<file path="src/rtl/pwm_pkg.sv">
// Shared definitions for the PWM shadow-register controller: channel FSM
// encoding, register map and reset defaults.
package pwm_pkg;

    localparam int WORD_W = 16;

    typedef enum logic [1:0] {
        ST_IDLE   = 2'd0,
        ST_ARMED  = 2'd1,
        ST_COMMIT = 2'd2
    } chan_state_e;

    localparam logic [6:0] PWM_CTRL_REG  = 7'd21;
    localparam logic [6:0] PWM_ENB_REG   = 7'd22;
    localparam logic [6:0] PWM_FREQ_BASE = 7'd23;
    localparam logic [6:0] PWM_DUTY_BASE = 7'd49;

    localparam logic [WORD_W-1:0] PWM_DEFAULT_FREQ = 16'd50000;
    localparam logic [WORD_W-1:0] PWM_DEFAULT_DUTY = 16'd0;

    // A duty longer than the period saturates at 100 %.
    function automatic logic [WORD_W-1:0] clip_duty(input logic [WORD_W-1:0] freq,
                                                    input logic [WORD_W-1:0] duty);
        return (duty > freq) ? freq : duty;
    endfunction

endpackage

</file>
<file path="src/rtl/pwm_shadow_ctrl_if.sv">
// Register-write bus from the SPI state machine into the PWM shadow controller.
interface pwm_shadow_ctrl_if;
    logic       wr_stb;
    logic [6:0] wr_addr;
    logic [7:0] wr_data;

    modport master (output wr_stb, output wr_addr, output wr_data);
    modport slave  (input  wr_stb, input  wr_addr, input  wr_data);
endinterface

</file>
<file path="src/rtl/pwm_shadow_chan.sv">
// One PWM channel: byte-wise staging registers, IDLE/ARMED/COMMIT FSM and the
// validated live frequency/duty words.
module pwm_shadow_chan
    import pwm_pkg::*;
#(
    parameter logic [WORD_W-1:0] DEFAULT_FREQ = PWM_DEFAULT_FREQ,
    parameter logic [WORD_W-1:0] DEFAULT_DUTY = PWM_DEFAULT_DUTY
) (
    input  logic              clk,
    input  logic              reset,
    input  logic              wr_freq_lo_i,
    input  logic              wr_freq_hi_i,
    input  logic              wr_duty_lo_i,
    input  logic              wr_duty_hi_i,
    input  logic [7:0]        wr_data_i,
    input  logic              period_end_i,
    input  logic              run_i,
    input  logic              err_clr_i,
    output logic [WORD_W-1:0] freq_o,
    output logic [WORD_W-1:0] duty_o,
    output logic              pending_o,
    output logic              err_o
);

    chan_state_e       state_q, state_d;
    logic [WORD_W-1:0] stg_freq_q, stg_freq_d;
    logic [WORD_W-1:0] stg_duty_q, stg_duty_d;
    logic [WORD_W-1:0] freq_q, freq_d;
    logic [WORD_W-1:0] duty_q, duty_d;
    logic              err_q, err_d;
    logic              hi_wr;
    logic              commit_err;

    assign hi_wr = wr_freq_hi_i | wr_duty_hi_i;

    always_ff @(posedge clk) begin
        if (reset) begin
            state_q    <= ST_IDLE;
            stg_freq_q <= DEFAULT_FREQ;
            stg_duty_q <= DEFAULT_DUTY;
            freq_q     <= DEFAULT_FREQ;
            duty_q     <= DEFAULT_DUTY;
            err_q      <= 1'b0;
        end else begin
            state_q    <= state_d;
            stg_freq_q <= stg_freq_d;
            stg_duty_q <= stg_duty_d;
            freq_q     <= freq_d;
            duty_q     <= duty_d;
            err_q      <= err_d;
        end
    end

    always_comb begin
        state_d    = state_q;
        stg_freq_d = stg_freq_q;
        stg_duty_d = stg_duty_q;
        freq_d     = freq_q;
        duty_d     = duty_q;
        commit_err = 1'b0;

        if (wr_freq_lo_i) stg_freq_d[7:0]  = wr_data_i;
        if (wr_freq_hi_i) stg_freq_d[15:8] = wr_data_i;
        if (wr_duty_lo_i) stg_duty_d[7:0]  = wr_data_i;
        if (wr_duty_hi_i) stg_duty_d[15:8] = wr_data_i;

        case (state_q)
            ST_IDLE: begin
                if (hi_wr) state_d = ST_ARMED;
            end
            ST_ARMED: begin
                // A stopped channel has no period boundary to wait for.
                if (period_end_i || !run_i) state_d = ST_COMMIT;
            end
            ST_COMMIT: begin
                // Commit uses the pre-edge staging; a byte landing now waits for the next commit.
                state_d = hi_wr ? ST_ARMED : ST_IDLE;
                if (stg_freq_q == '0) begin
                    commit_err = 1'b1;
                end else begin
                    freq_d     = stg_freq_q;
                    duty_d     = clip_duty(stg_freq_q, stg_duty_q);
                    commit_err = (stg_duty_q > stg_freq_q);
                end
            end
            default: state_d = ST_IDLE;
        endcase

        err_d = err_q;
        if (commit_err)     err_d = 1'b1;
        else if (err_clr_i) err_d = 1'b0;
    end

    assign freq_o    = freq_q;
    assign duty_o    = duty_q;
    assign pending_o = (state_q != ST_IDLE);
    assign err_o     = err_q;

endmodule

</file>
<file path="src/rtl/pwm_shadow_ctrl.sv">
// PWM shadow controller: decodes SPI register writes into control bits and
// per-channel staging writes, and owns the live words fed to the generators.
module pwm_shadow_ctrl
    import pwm_pkg::*;
#(
    parameter int                NUM_CH       = 2,
    parameter logic [6:0]        CTRL_REG     = PWM_CTRL_REG,
    parameter logic [6:0]        ENB_REG      = PWM_ENB_REG,
    parameter logic [6:0]        FREQ_BASE    = PWM_FREQ_BASE,
    parameter logic [6:0]        DUTY_BASE    = PWM_DUTY_BASE,
    parameter logic [WORD_W-1:0] DEFAULT_FREQ = PWM_DEFAULT_FREQ,
    parameter logic [WORD_W-1:0] DEFAULT_DUTY = PWM_DEFAULT_DUTY
) (
    input  logic                     clk,
    input  logic                     reset,
    pwm_shadow_ctrl_if.slave         wr_bus,
    input  logic [NUM_CH-1:0]        period_end,
    input  logic                     err_clr,
    output logic [NUM_CH-1:0]        pwm_on,
    output logic                     pwm_enb,
    output logic [WORD_W*NUM_CH-1:0] freq_out,
    output logic [WORD_W*NUM_CH-1:0] duty_out,
    output logic [NUM_CH-1:0]        commit_pending,
    output logic [NUM_CH-1:0]        update_err
);

    logic [NUM_CH-1:0] pwm_on_q, pwm_on_d;
    logic              pwm_enb_q, pwm_enb_d;
    logic [NUM_CH-1:0] wr_freq_lo, wr_freq_hi, wr_duty_lo, wr_duty_hi;
    logic [NUM_CH-1:0] run;

    always_ff @(posedge clk) begin
        if (reset) begin
            pwm_on_q  <= '0;
            pwm_enb_q <= 1'b0;
        end else begin
            pwm_on_q  <= pwm_on_d;
            pwm_enb_q <= pwm_enb_d;
        end
    end

    always_comb begin
        pwm_on_d  = pwm_on_q;
        pwm_enb_d = pwm_enb_q;
        if (wr_bus.wr_stb && (wr_bus.wr_addr == CTRL_REG)) pwm_on_d  = wr_bus.wr_data[NUM_CH-1:0];
        if (wr_bus.wr_stb && (wr_bus.wr_addr == ENB_REG))  pwm_enb_d = wr_bus.wr_data[7];
    end

    generate
        for (genvar gi = 0; gi < NUM_CH; gi++) begin : g_chan
            assign wr_freq_lo[gi] = wr_bus.wr_stb && (wr_bus.wr_addr == FREQ_BASE + 7'(2*gi));
            assign wr_freq_hi[gi] = wr_bus.wr_stb && (wr_bus.wr_addr == FREQ_BASE + 7'(2*gi+1));
            assign wr_duty_lo[gi] = wr_bus.wr_stb && (wr_bus.wr_addr == DUTY_BASE + 7'(2*gi));
            assign wr_duty_hi[gi] = wr_bus.wr_stb && (wr_bus.wr_addr == DUTY_BASE + 7'(2*gi+1));
            assign run[gi]        = pwm_on_q[gi] & pwm_enb_q;

            pwm_shadow_chan #(
                .DEFAULT_FREQ (DEFAULT_FREQ),
                .DEFAULT_DUTY (DEFAULT_DUTY)
            ) u_chan (
                .clk          (clk),
                .reset        (reset),
                .wr_freq_lo_i (wr_freq_lo[gi]),
                .wr_freq_hi_i (wr_freq_hi[gi]),
                .wr_duty_lo_i (wr_duty_lo[gi]),
                .wr_duty_hi_i (wr_duty_hi[gi]),
                .wr_data_i    (wr_bus.wr_data),
                .period_end_i (period_end[gi]),
                .run_i        (run[gi]),
                .err_clr_i    (err_clr),
                .freq_o       (freq_out[WORD_W*gi +: WORD_W]),
                .duty_o       (duty_out[WORD_W*gi +: WORD_W]),
                .pending_o    (commit_pending[gi]),
                .err_o        (update_err[gi])
            );
        end
    endgenerate

    assign pwm_on  = pwm_on_q;
    assign pwm_enb = pwm_enb_q;

endmodule

</file>
<file path="src/flat_wrapper.sv">
// flat-port wrapper written by rule: the top's interface ports become plain ports
module pwm_shadow_ctrl_flat import pwm_pkg::*;
#(
    parameter int                NUM_CH       = 2,
    parameter logic [6:0]        CTRL_REG     = PWM_CTRL_REG,
    parameter logic [6:0]        ENB_REG      = PWM_ENB_REG,
    parameter logic [6:0]        FREQ_BASE    = PWM_FREQ_BASE,
    parameter logic [6:0]        DUTY_BASE    = PWM_DUTY_BASE,
    parameter logic [WORD_W-1:0] DEFAULT_FREQ = PWM_DEFAULT_FREQ,
    parameter logic [WORD_W-1:0] DEFAULT_DUTY = PWM_DEFAULT_DUTY
)
  (clk, reset, period_end, err_clr, pwm_on, pwm_enb, freq_out, duty_out, commit_pending, update_err, wr_bus_wr_stb, wr_bus_wr_addr, wr_bus_wr_data);
  pwm_shadow_ctrl_if wr_bus_i ();
  input  logic clk;
  input  logic reset;
  input  logic [NUM_CH-1:0] period_end;
  input  logic err_clr;
  output logic [NUM_CH-1:0] pwm_on;
  output logic pwm_enb;
  output logic [WORD_W*NUM_CH-1:0] freq_out;
  output logic [WORD_W*NUM_CH-1:0] duty_out;
  output logic [NUM_CH-1:0] commit_pending;
  output logic [NUM_CH-1:0] update_err;
  input wire logic [$bits(wr_bus_i.wr_stb)-1:0] wr_bus_wr_stb;
  input wire logic [$bits(wr_bus_i.wr_addr)-1:0] wr_bus_wr_addr;
  input wire logic [$bits(wr_bus_i.wr_data)-1:0] wr_bus_wr_data;
  assign wr_bus_i.wr_stb = wr_bus_wr_stb;
  assign wr_bus_i.wr_addr = wr_bus_wr_addr;
  assign wr_bus_i.wr_data = wr_bus_wr_data;
  pwm_shadow_ctrl #(.NUM_CH(NUM_CH), .CTRL_REG(CTRL_REG), .ENB_REG(ENB_REG), .FREQ_BASE(FREQ_BASE), .DUTY_BASE(DUTY_BASE), .DEFAULT_FREQ(DEFAULT_FREQ), .DEFAULT_DUTY(DEFAULT_DUTY)) u_core (.clk(clk), .reset(reset), .wr_bus(wr_bus_i), .period_end(period_end), .err_clr(err_clr), .pwm_on(pwm_on), .pwm_enb(pwm_enb), .freq_out(freq_out), .duty_out(duty_out), .commit_pending(commit_pending), .update_err(update_err));
endmodule
</file>
<file path="config.mk">
export PLATFORM = sky130hd
export DESIGN_NAME = pwm_shadow_ctrl_flat
export DESIGN_NICKNAME = d
export VERILOG_FILES = /design/src/rtl/pwm_pkg.sv /design/src/rtl/pwm_shadow_ctrl_if.sv /design/src/rtl/pwm_shadow_chan.sv /design/src/rtl/pwm_shadow_ctrl.sv /design/src/flat_wrapper.sv
export SDC_FILE = /design/constraint.sdc
export NUM_CORES = 1
export LEC_CHECK = 0
export CAP_MARGIN = 20
export CORE_MARGIN = 1.5
export CORE_UTILIZATION = 43
export DETAILED_ROUTE_END_ITERATION = 8
export GPL_TIMING_DRIVEN = 1
export HOLD_SLACK_MARGIN = 0.06
export PLACE_DENSITY = 0.64
export REMOVE_ABC_BUFFERS = 1
export SLEW_MARGIN = 20
export SYNTH_ARGS = -nofsm -noshare
export SYNTH_HDL_FRONTEND = slang
export SYNTH_SLANG_ARGS = --single-unit
</file>
<file path="constraint.sdc">
create_clock -name clk -period 2.4 [get_ports clk]
set_input_delay 0.36 -clock clk [delete_from_list [all_inputs] [get_ports clk]]
set_output_delay 0.36 -clock clk [all_outputs]
set_load 0.005 [all_outputs]
</file>
==> results of run 1 <==
## where the power goes
part	total, W	switching (W)	internal (W)
clock network	0.00298	0.000986	0.00199
registers	0.00229	0.00000468	0.00228
logic	0.000156	0.0000944	0.0000615
total	0.00542	0.00108	0.00434
## final cells by class
type,instances,area (um^2),area share
clock buffers,19,453,0.0547
inverters,32,120,0.0145
flip-flops and latches,137,2750,0.333
well taps,180,225,0.0272
multi-input cells,464,3240,0.391
clock inverters,13,223,0.0269
repair buffers,128,1270,0.153
## worst paths after layout
check                                      end                                   start  cells past startpoint  slack (ns)
min reg2reg  u_core.g_chan[0].u_chan.freq_o[1]       u_core.g_chan[0].u_chan.freq_o[1]                      2        0.45
min          u_core.g_chan[0].u_chan.freq_o[1]       u_core.g_chan[0].u_chan.freq_o[1]                      2        0.45
max reg2reg  u_core.g_chan[0].u_chan.duty_o[8]  u_core.g_chan[0].u_chan.stg_freq_q[13]                     10        0.06
max          u_core.g_chan[0].u_chan.duty_o[8]  u_core.g_chan[0].u_chan.stg_freq_q[13]                     10        0.06
## sequential cells by signal, summed over array words and instances, names as in the netlist
register                         cells
u_core.g_chan.u_chan.duty_o         32
u_core.g_chan.u_chan.freq_o         32
u_core.g_chan.u_chan.stg_duty_q     32
u_core.g_chan.u_chan.stg_freq_q     32
u_core.g_chan.u_chan.state_q         4
u_core.g_chan.u_chan.err_o           2
u_core.pwm_on                        2
u_core.pwm_enb                       1
## cell usage in the layout, fill, tap and decap left out, types with 5 or more instances in the layout
master and count:
a2111oi_2 12, a211o_1 12, a211oi_1 20, a21oi_1 33, buf_12 5, buf_4 32, bufinv_16 6, clkbuf_16 18
clkdlybuf4s50_1 90, dfxtp_1 129, dfxtp_2 8, ha_1 27, ha_4 5, inv_1 30, mux2i_1 74, nand2_1 47
nand2b_1 7, nand3_1 6, nand4_1 7, nor2_1 130, nor2b_1 5, nor3_1 14, nor4_1 8, o21ai_0 6
o21bai_1 12
## metrics by stage
stage / cells / power [W] / worst slack, ns / TNS, ns / cell area, um^2
floorplan: 630 / 0.00237 / -0.158 / -1.84 / 5970
global placement: 932 / 0.00249 / -0.0291 / -0.0616 / 7400
detailed placement: 932 / 0.00249 / -0.0342 / -0.0797 / 7400
CTS: 965 / 0.00546 / 0.00301 / 0 / 8090
global route: 973 / 0.00558 / -0.0442 / -0.189 / 8280
finish: 973 / 0.00542 / 0.0613 / 0 / 8280
## per-layer routing
metal,wire length [um],share of wire
met2,7650,0.48
met1,7360,0.46
met4,305,0.019
met3,601,0.038
met5,0,0
## cell families after synthesis
| logic type | synth area share |
|---|---|
| simple gates | 0.180 |
| flops | 0.442 |
| compound gates | 0.137 |
| buf+inv | 0.0579 |
| mux | 0.119 |
| fa+ha+maj | 0.0645 |
## repair_timing
action | in CTS | in global routing
buffers inserted | 0 | 5
pin swaps | 2 | 16
resized for setup | 0 | 21
hold buffers | 0 | 0
setup endpoints to repair | 10 | 30
cloned | 1 | 3
## critical path, cell delays in order, from the launching register on
cell	delay [ns]
dfxtp_2	0.32
inv_1	0.04
ha_1	0.30
nand4_1	0.19
nor4_2	0.37
buf_4	0.16
nand4_1	0.11
o31a_4	0.18
buf_12	0.16
buf_4	0.13
a2111oi_2	0.28
==> out/metrics.yaml, run 1 <==
wl_per_cell_um: 16.4
status: "finished, final reports clean"
first_pass_iters: 4
finalSetupViolations: 0
netlist_instances: 679
hold_violations: 0
nFillCells: 1229
areaGrowthSynthToFinish_pct: 33.4
start_kind: "flip-flop"
finalClockSkew_ns: 0.00649
overflow: 0
fp.dieArea_um2: 15200
clk_pin_slew_worst_paths_ns: 0.06
floorplan.rows: 43
synth_area_leaders: "dfxtp_1 (44%), mux2i_1 (12%), nor2_1 (7.9%)"
die_y_um: 123
end_kind: "flip-flop"
synth.distinct_cells: 40
cts_inserted_buffers: 17
ys.flop_type: "dfxtp_1"
clk_path_buf_depth: 2
finalCriticalPeriod_ns: 2.34
hpwl_mm: 10.4
whs_ns: 0.453
post-route-drc-count: 0
min_path_type: "reg -> reg"
cts_tree: "yes"
insertion_delay_ns: 0.42
wl_mm: 15.9
yosysWarnings: 0
max-vdd-ir-drop_uv: 430
drv_slew: 0
grtUsageMet1: 0.282
io_pins: 92
met3_usage: 0.0438
use_met2: 0.351
track_usage: 0.216
cp.arrival_ns: 2.66
viasPerCell: 5.27
fp.dieW_um: 123
worstPathRequired_ns: 2.72
tightestPinTransition_ns: 0.652
cts_max_level: 4
grt_pass1_vias: 4928
grt_pass1_wl_mm: 25.0
yosysTopAreaCell: "dfxtp_1"
p_leak_nw: 3.24
nets: 833
cp_max_fo: 9
initialDrtViolationCount: 317
async_flop_share: 0
antennaDiodeCount: 0
relSlewSlack: 0.565
yosys.area.top_type_share: 0.442
finalCritPeriodShare: 0.974
synth_edf_count: 0
synth_area_um2: 6210
fmax_mhz: 428
synth.yosys.seq_area_share: 0.442
gp_congestion: 0.876
antenna_found_initial: 0
vias: 5129
busiest_layer: "met2"
grt_max_degree: 138
port_buffers: 91
cellPowerDensity_nw_per_um2: 655
drive_above_1_share: 0.144
drt.antenna.violating_nets: 0
cts_sinks: 137
critPathKind: "reg -> reg"
yosys_register_bits: 137
post-synth-top-count-cell: "dfxtp_1"
start_util: 0.444
root_buffer: "clkbuf_16"
syn_area_per_cell_um2: 9.14
core_um2: 14000
yosys-top-cells-count: "dfxtp_1 (137), nor2_1 (130), mux2i_1 (74), nand2_1 (47), a21oi_1 (34)"
finish.utilization: 0.592
cap_violations: 0
Power figures use the tool's default switching activity.
==> inputs of run 2 (changes only) <==
--- a/config.mk
+++ b/config.mk
@@ -8,2 +8,3 @@
 export CAP_MARGIN = 20
+export CORE_ASPECT_RATIO = 0.6
 export CORE_MARGIN = 1.5
--- a/constraint.sdc
+++ b/constraint.sdc
@@ -3,2 +3,2 @@
 set_output_delay 0.36 -clock clk [all_outputs]
-set_load 0.005 [all_outputs]
+set_load 0.02 [all_outputs]
==> out/metrics.yaml, run 2 (synthesized netlist as in run 1, its figures left out) <==
finalClockSkew_ns: 0.00861  # was 0.00649 ns
place_worst_setup_slack_ns: -0.206  # was -0.0342 ns
postPlaceCellArea_um2: 7620  # was 7400 um^2
drt.antenna.violating_nets: 0  # unchanged
cts_max_level: 4  # unchanged
startpoint: "u_core.g_chan[0].u_chan.stg_freq_q[11]"  # was u_core.g_chan[0].u_chan.stg_freq_q[13]
cts_sinks: 137  # unchanged
cp.arrival_ns: 2.75  # was 2.66 ns
hold_violations: 0  # unchanged
cellPowerDensity_nw_per_um2: 575  # was 655 nW/um^2
worstPathRequired_ns: 2.70  # was 2.72 ns
port_buffers: 91  # unchanged
p_leak_nw: 3.40  # was 3.24 nW
cp_max_fo: 6  # was 9
core_um2: 13900  # was 14000 um^2
cap_violations: 0  # unchanged
whs_ns: 0.426  # was 0.453 ns
antenna_found_initial: 0  # unchanged
nFillCells: 1138  # was 1229
finalCriticalPeriod_ns: 2.45  # was 2.34 ns
grt_pass1_vias: 5084  # was 4928
hpwl_mm: 11.7  # was 10.4 mm
finalPower_w: 0.00507  # was 0.00542 W
grt_max_degree: 51  # was 138
initialDrtViolationCount: 307  # was 317
antennaDiodeCount: 0  # unchanged
fin_area_um2: 8820  # was 8280 um^2
wl_mm: 17.9  # was 15.9 mm
reg2reg_from: "u_core.g_chan[0].u_chan.stg_freq_q[11]"  # was u_core.g_chan[0].u_chan.stg_freq_q[13]
hold_buffers: 0  # unchanged
post-route-drc-count: 0  # unchanged
start_kind: "flip-flop"  # unchanged
fmax_mhz: 408  # was 428 MHz
tightestPinTransition_ns: 0.693  # was 0.652 ns
fp.dieW_um: 158  # was 123 um
final_cell_mix: "nor2_1 (130), dfxtp_1 (114), clkdlybuf4s50_1 (90)"  # was nor2_1 (130), dfxtp_1 (129), clkdlybuf4s50_1 (90)
status: "complete, but fails checks"  # was finished, final reports clean
critPathKind: "reg -> reg"  # unchanged
finalSetupViolations: 2  # was 0
start_util: 0.447  # was 0.444
first_pass_iters: 5  # was 4
fp.dieArea_um2: 15200  # about the same
rr_worst_depth: 9  # was 10
die_y_um: 96.1  # was 123 um
viasPerCell: 5.32  # was 5.27
vias: 5423  # was 5129
cts_tree: "yes"  # unchanged
insertion_delay_ns: 0.42  # about the same
io_pins: 92  # unchanged
areaGrowthSynthToFinish_pct: 42.0  # was 33.4%
hp-start: "reset"  # was u_core.g_chan[0].u_chan.freq_o[1]
min_delay_path_depth: 2  # unchanged
min_path_type: "in -> reg"  # was reg -> reg
floorplan.rows: 33  # was 43
violations: "setup timing"
nets: 868  # was 833
end_kind: "flip-flop"  # unchanged
final_common_cell: "nor2_1"  # unchanged
clk_path_buf_depth: 2  # unchanged
drive_above_1_share: 0.244  # was 0.144
relSlewSlack: 0.537  # was 0.565
grt_pass1_wl_mm: 26.9  # was 25.0 mm
fin_tns_setup_ns: -0.0620  # was 0 ns
clk_pin_slew_worst_paths_ns: 0.06  # about the same
max-vdd-ir-drop_uv: 452  # was 430 uV
grt_setup_unrepaired: "true"
wl_per_cell_um: 17.6  # was 16.4 um
cts_inserted_buffers: 17  # unchanged
finalCritPeriodShare: 1.02  # was 0.974
worst_slack_ns: -0.0491  # was 0.0613 ns
overflow: 0  # unchanged
gp_congestion: 0.904  # was 0.876
drv_slew: 0  # unchanged
root_buffer: "clkbuf_16"  # unchanged
track_usage: 0.236  # was 0.216
run 2: changes by cell type in the layout (fill, tap and decap cells not counted), moves of 8 or more:
cell     previous run  this run
buf_4              32        64
ha_1               27        19
nor3_1             14         6
dfxtp_1           129       114
dfxtp_2             8        23
nor3_2              0         8
ha_4                5        13
run 2: per-layer routing:
layer,up-vias,share of wire,track usage
met5,-,0,0
met4,0,0.012,0.0693
met3,19,0.066,0.0626
met2,151,0.45,0.352
met1,2623,0.47,0.332
li1,2630,-,-
run 2: critical path, cell delays in order (launching register included):
cell,delay (ns)
dfxtp_2,0.35
inv_2,0.06
ha_4,0.27
nand4_1,0.18
nor4_4,0.40
a21boi_4,0.33
o31a_4,0.29
buf_6,0.14
mux2i_2,0.22
a211oi_2,0.09
run 2: path summary, 6_finish.rpt:
kind                                            endpoint  slack (ns)
setup / recovery       u_core.g_chan[0].u_chan.duty_o[3]       -0.05
hold / removal    u_core.g_chan[1].u_chan.stg_freq_q[11]        0.43
setup reg to reg       u_core.g_chan[0].u_chan.duty_o[3]       -0.05
hold reg to reg        u_core.g_chan[1].u_chan.freq_o[0]        0.45
run 2: repair_timing:
item	4_1_cts	5_1_grt
pin swaps	13	37
cloned	3	0
setup endpoints to repair	31	34
resized for setup	18	80
buffers inserted	6	5
run 2: final cells by class:
class / count / area (um^2) / share of cell area
clock buffer: 22 / 474 / 0.0538
clock inverter: 10 / 118 / 0.0133
inverter: 32 / 120 / 0.0136
multi-input combinational: 464 / 3580 / 0.406
sequential: 137 / 2770 / 0.314
tap: 192 / 240 / 0.0272
timing repair buffer: 163 / 1520 / 0.172
run 2: where the power goes:
part | internal [W] | switching [W] | leakage, nW
registers | 0.00228 | 0.00000514 | 1.11
logic | 0.0000680 | 0.000105 | 2.02
clock network | 0.00161 | 0.000999 | 0.279
total | 0.00396 | 0.00111 | 3.40
run 2: per-stage QoR:
stage | utilization | cells
after floorplan | - | 630
final | 0.635 | 1020
after global routing | 0.635 | 1020
after detailed placement | 0.549 | 974
after CTS | 0.605 | 1015
after global placement | 0.549 | 974
==> patch: new RTL, flow settings as in run 2 <==
`NUM_CH` is set to 2 in 2 places; all go to 4.
--- a/src/rtl/pwm_shadow_ctrl.sv
+++ b/src/rtl/pwm_shadow_ctrl.sv
@@ -3,7 +3,7 @@
 module pwm_shadow_ctrl
     import pwm_pkg::*;
 #(
-    parameter int                NUM_CH       = 2,
+    parameter int                NUM_CH       = 4,
     parameter logic [6:0]        CTRL_REG     = PWM_CTRL_REG,
     parameter logic [6:0]        ENB_REG      = PWM_ENB_REG,
     parameter logic [6:0]        FREQ_BASE    = PWM_FREQ_BASE,
--- a/src/flat_wrapper.sv
+++ b/src/flat_wrapper.sv
@@ -1,7 +1,7 @@
 // flat-port wrapper written by rule: the top's interface ports become plain ports
 module pwm_shadow_ctrl_flat import pwm_pkg::*;
 #(
-    parameter int                NUM_CH       = 2,
+    parameter int                NUM_CH       = 4,
     parameter logic [6:0]        CTRL_REG     = PWM_CTRL_REG,
     parameter logic [6:0]        ENB_REG      = PWM_ENB_REG,
     parameter logic [6:0]        FREQ_BASE    = PWM_FREQ_BASE,
Ports: changed (6 resized); port bits go from 92 to 164. The function was not compared with the original's and may differ.
==> patch against run 2 <==
Setup slack improved by 72 ps. Combinational power increased by 96%. Clock power increased by 77%. Wire length increased by 100%. Total power increased by 87%. Final cell count increased by 94%. Sequential cell count increased by 136. Hold slack got worse by 51 ps. Design area increased by 86%. Maximum frequency increased by 3.0%. Clock skew increased by 4.4 ps. Synthesized area increased by 99%. Core utilization decreased by 4.9 points. Via count increased by 99%. Critical path type unchanged.
==> patch: results (changes against run 2) <==
Clock skew: 13.0 ps (+4.40 ps)
CP peak stage delay: 440 ps (+40 ps)
Hold EP: u_core.g_chan[1].u_chan.stg_duty_q[5]
DR iter-0 viols: 773 (+150%)
H-tree Lvls: 1 (-3)
Worst vdd ir: 0.380 mV (-16%)
Crit. Startpoint: u_core.g_chan[1].u_chan.stg_duty_q[12]
Worst Setup EP: u_core.g_chan[1].u_chan.duty_o[15]
Setup WS pre-CTS: -99.9 ps (+106 ps)
NumNets Final: 1680 (+94%)
Largest net degree at the start of global routing: 85 (+67%)
Vias: 10800 (+99%)
Post-CTS Setup Bufs: 0 (-6)
Async set-or-reset flop fraction in the synthesized netlist: 0% (unchanged)
Post_cts resized: 3 (-15)
DR WL/cell: 18.5 um (+5.6%)
Total GRT Usage: 22.8% (-0.71 points)
Final Non-Filler Cells: 1980 (+94%)
Status: completed
Yosys warns: 0 (unchanged)
Register area share after synthesis: 44.1% (about the same)
Adder-cell share of the synthesized area: 6.47% (+0.018 points)
Hold slack: 375 ps (-50.6 ps)
Syn avg cell area: 9.02 um2 (-1.4%)
Placed insts: 1909 (+96%)
Post-synthesis compound-gate area fraction: 14.1% (+0.43 points)
Netlist cell types: 47 (+18%)
Slowest-stage cell, CP: o31a_4
Placed cell areas: 14900 um2 (+96%)
Top post-synthesis cells by area: dfxtp_1 44%, mux2i_1 11%, nor2_1 7.0%
Leak: 6.31 nW (+86%)
Clock latency on the worst-skew pair: 540 ps (+120 ps)
Filler Cell Count: 2470 (+120%)
P&R area growth vs syn: 32.4%
Share of layout cells above drive strength 1: 16.2% (-8.2 points)
Relative slew slack: 51.6% (-2.1 points)
First-pass GRT wire length: 54800 um (+100%)
Dpl hpwl: 24400 um (+110%)
CTS max path bufs: 3 (+1)
TritonCTS buffer count: 27 (+10)
CP Max Fanout: 5 (-1)
Vias in the first global route: 9929 (+95%)
I/O Buffers: 163 (+79%)
Worst R2R Setup Slack: 20 ps (+70 ps)
Worst R2R Path Depth: 7 (-2)
Post-synthesis mux area share: 10.8% (-1.2 points)
[patch: cell types whose count changed in the layout (fill, tap and decap cells not counted), sizes merged, moves of 20 or more]
cell and delta:
a211oi +20, a21oi +49, buf +46, clkdlybuf4s50 +72, dfxtp +136, ha +32, inv +34, mux2i +59
nand2 +78, nand3 +24, nor2 +104
[patch: cell type report]
type / instances / area share, %
clock buffers: 38 / 4.92
clock inverters: 11 / 0.985
inverters: 66 / 1.51
multi-input cells: 943 / 40.0
flip-flops and latches: 273 / 33.5
well taps: 367 / 2.80
repair buffers: 282 / 16.3
[patch: where the power goes]
part	leakage [nW]	total, mW	internal [mW]	switching [mW]
sequential	2.20	4.55	4.54	0.00948
combinational	3.63	0.339	0.119	0.220
clock	0.486	4.61	2.77	1.84
total	6.31	9.50	7.43	2.07
[patch: per-layer routing]
metal,GRT usage [%],part of all wire (%),vias to the layer above
met5,0,0,-
met4,6.16,2.3,0
met3,4.12,5.9,54
met2,32.8,42,316
met1,34.6,50,5175
li1,-,-,5228
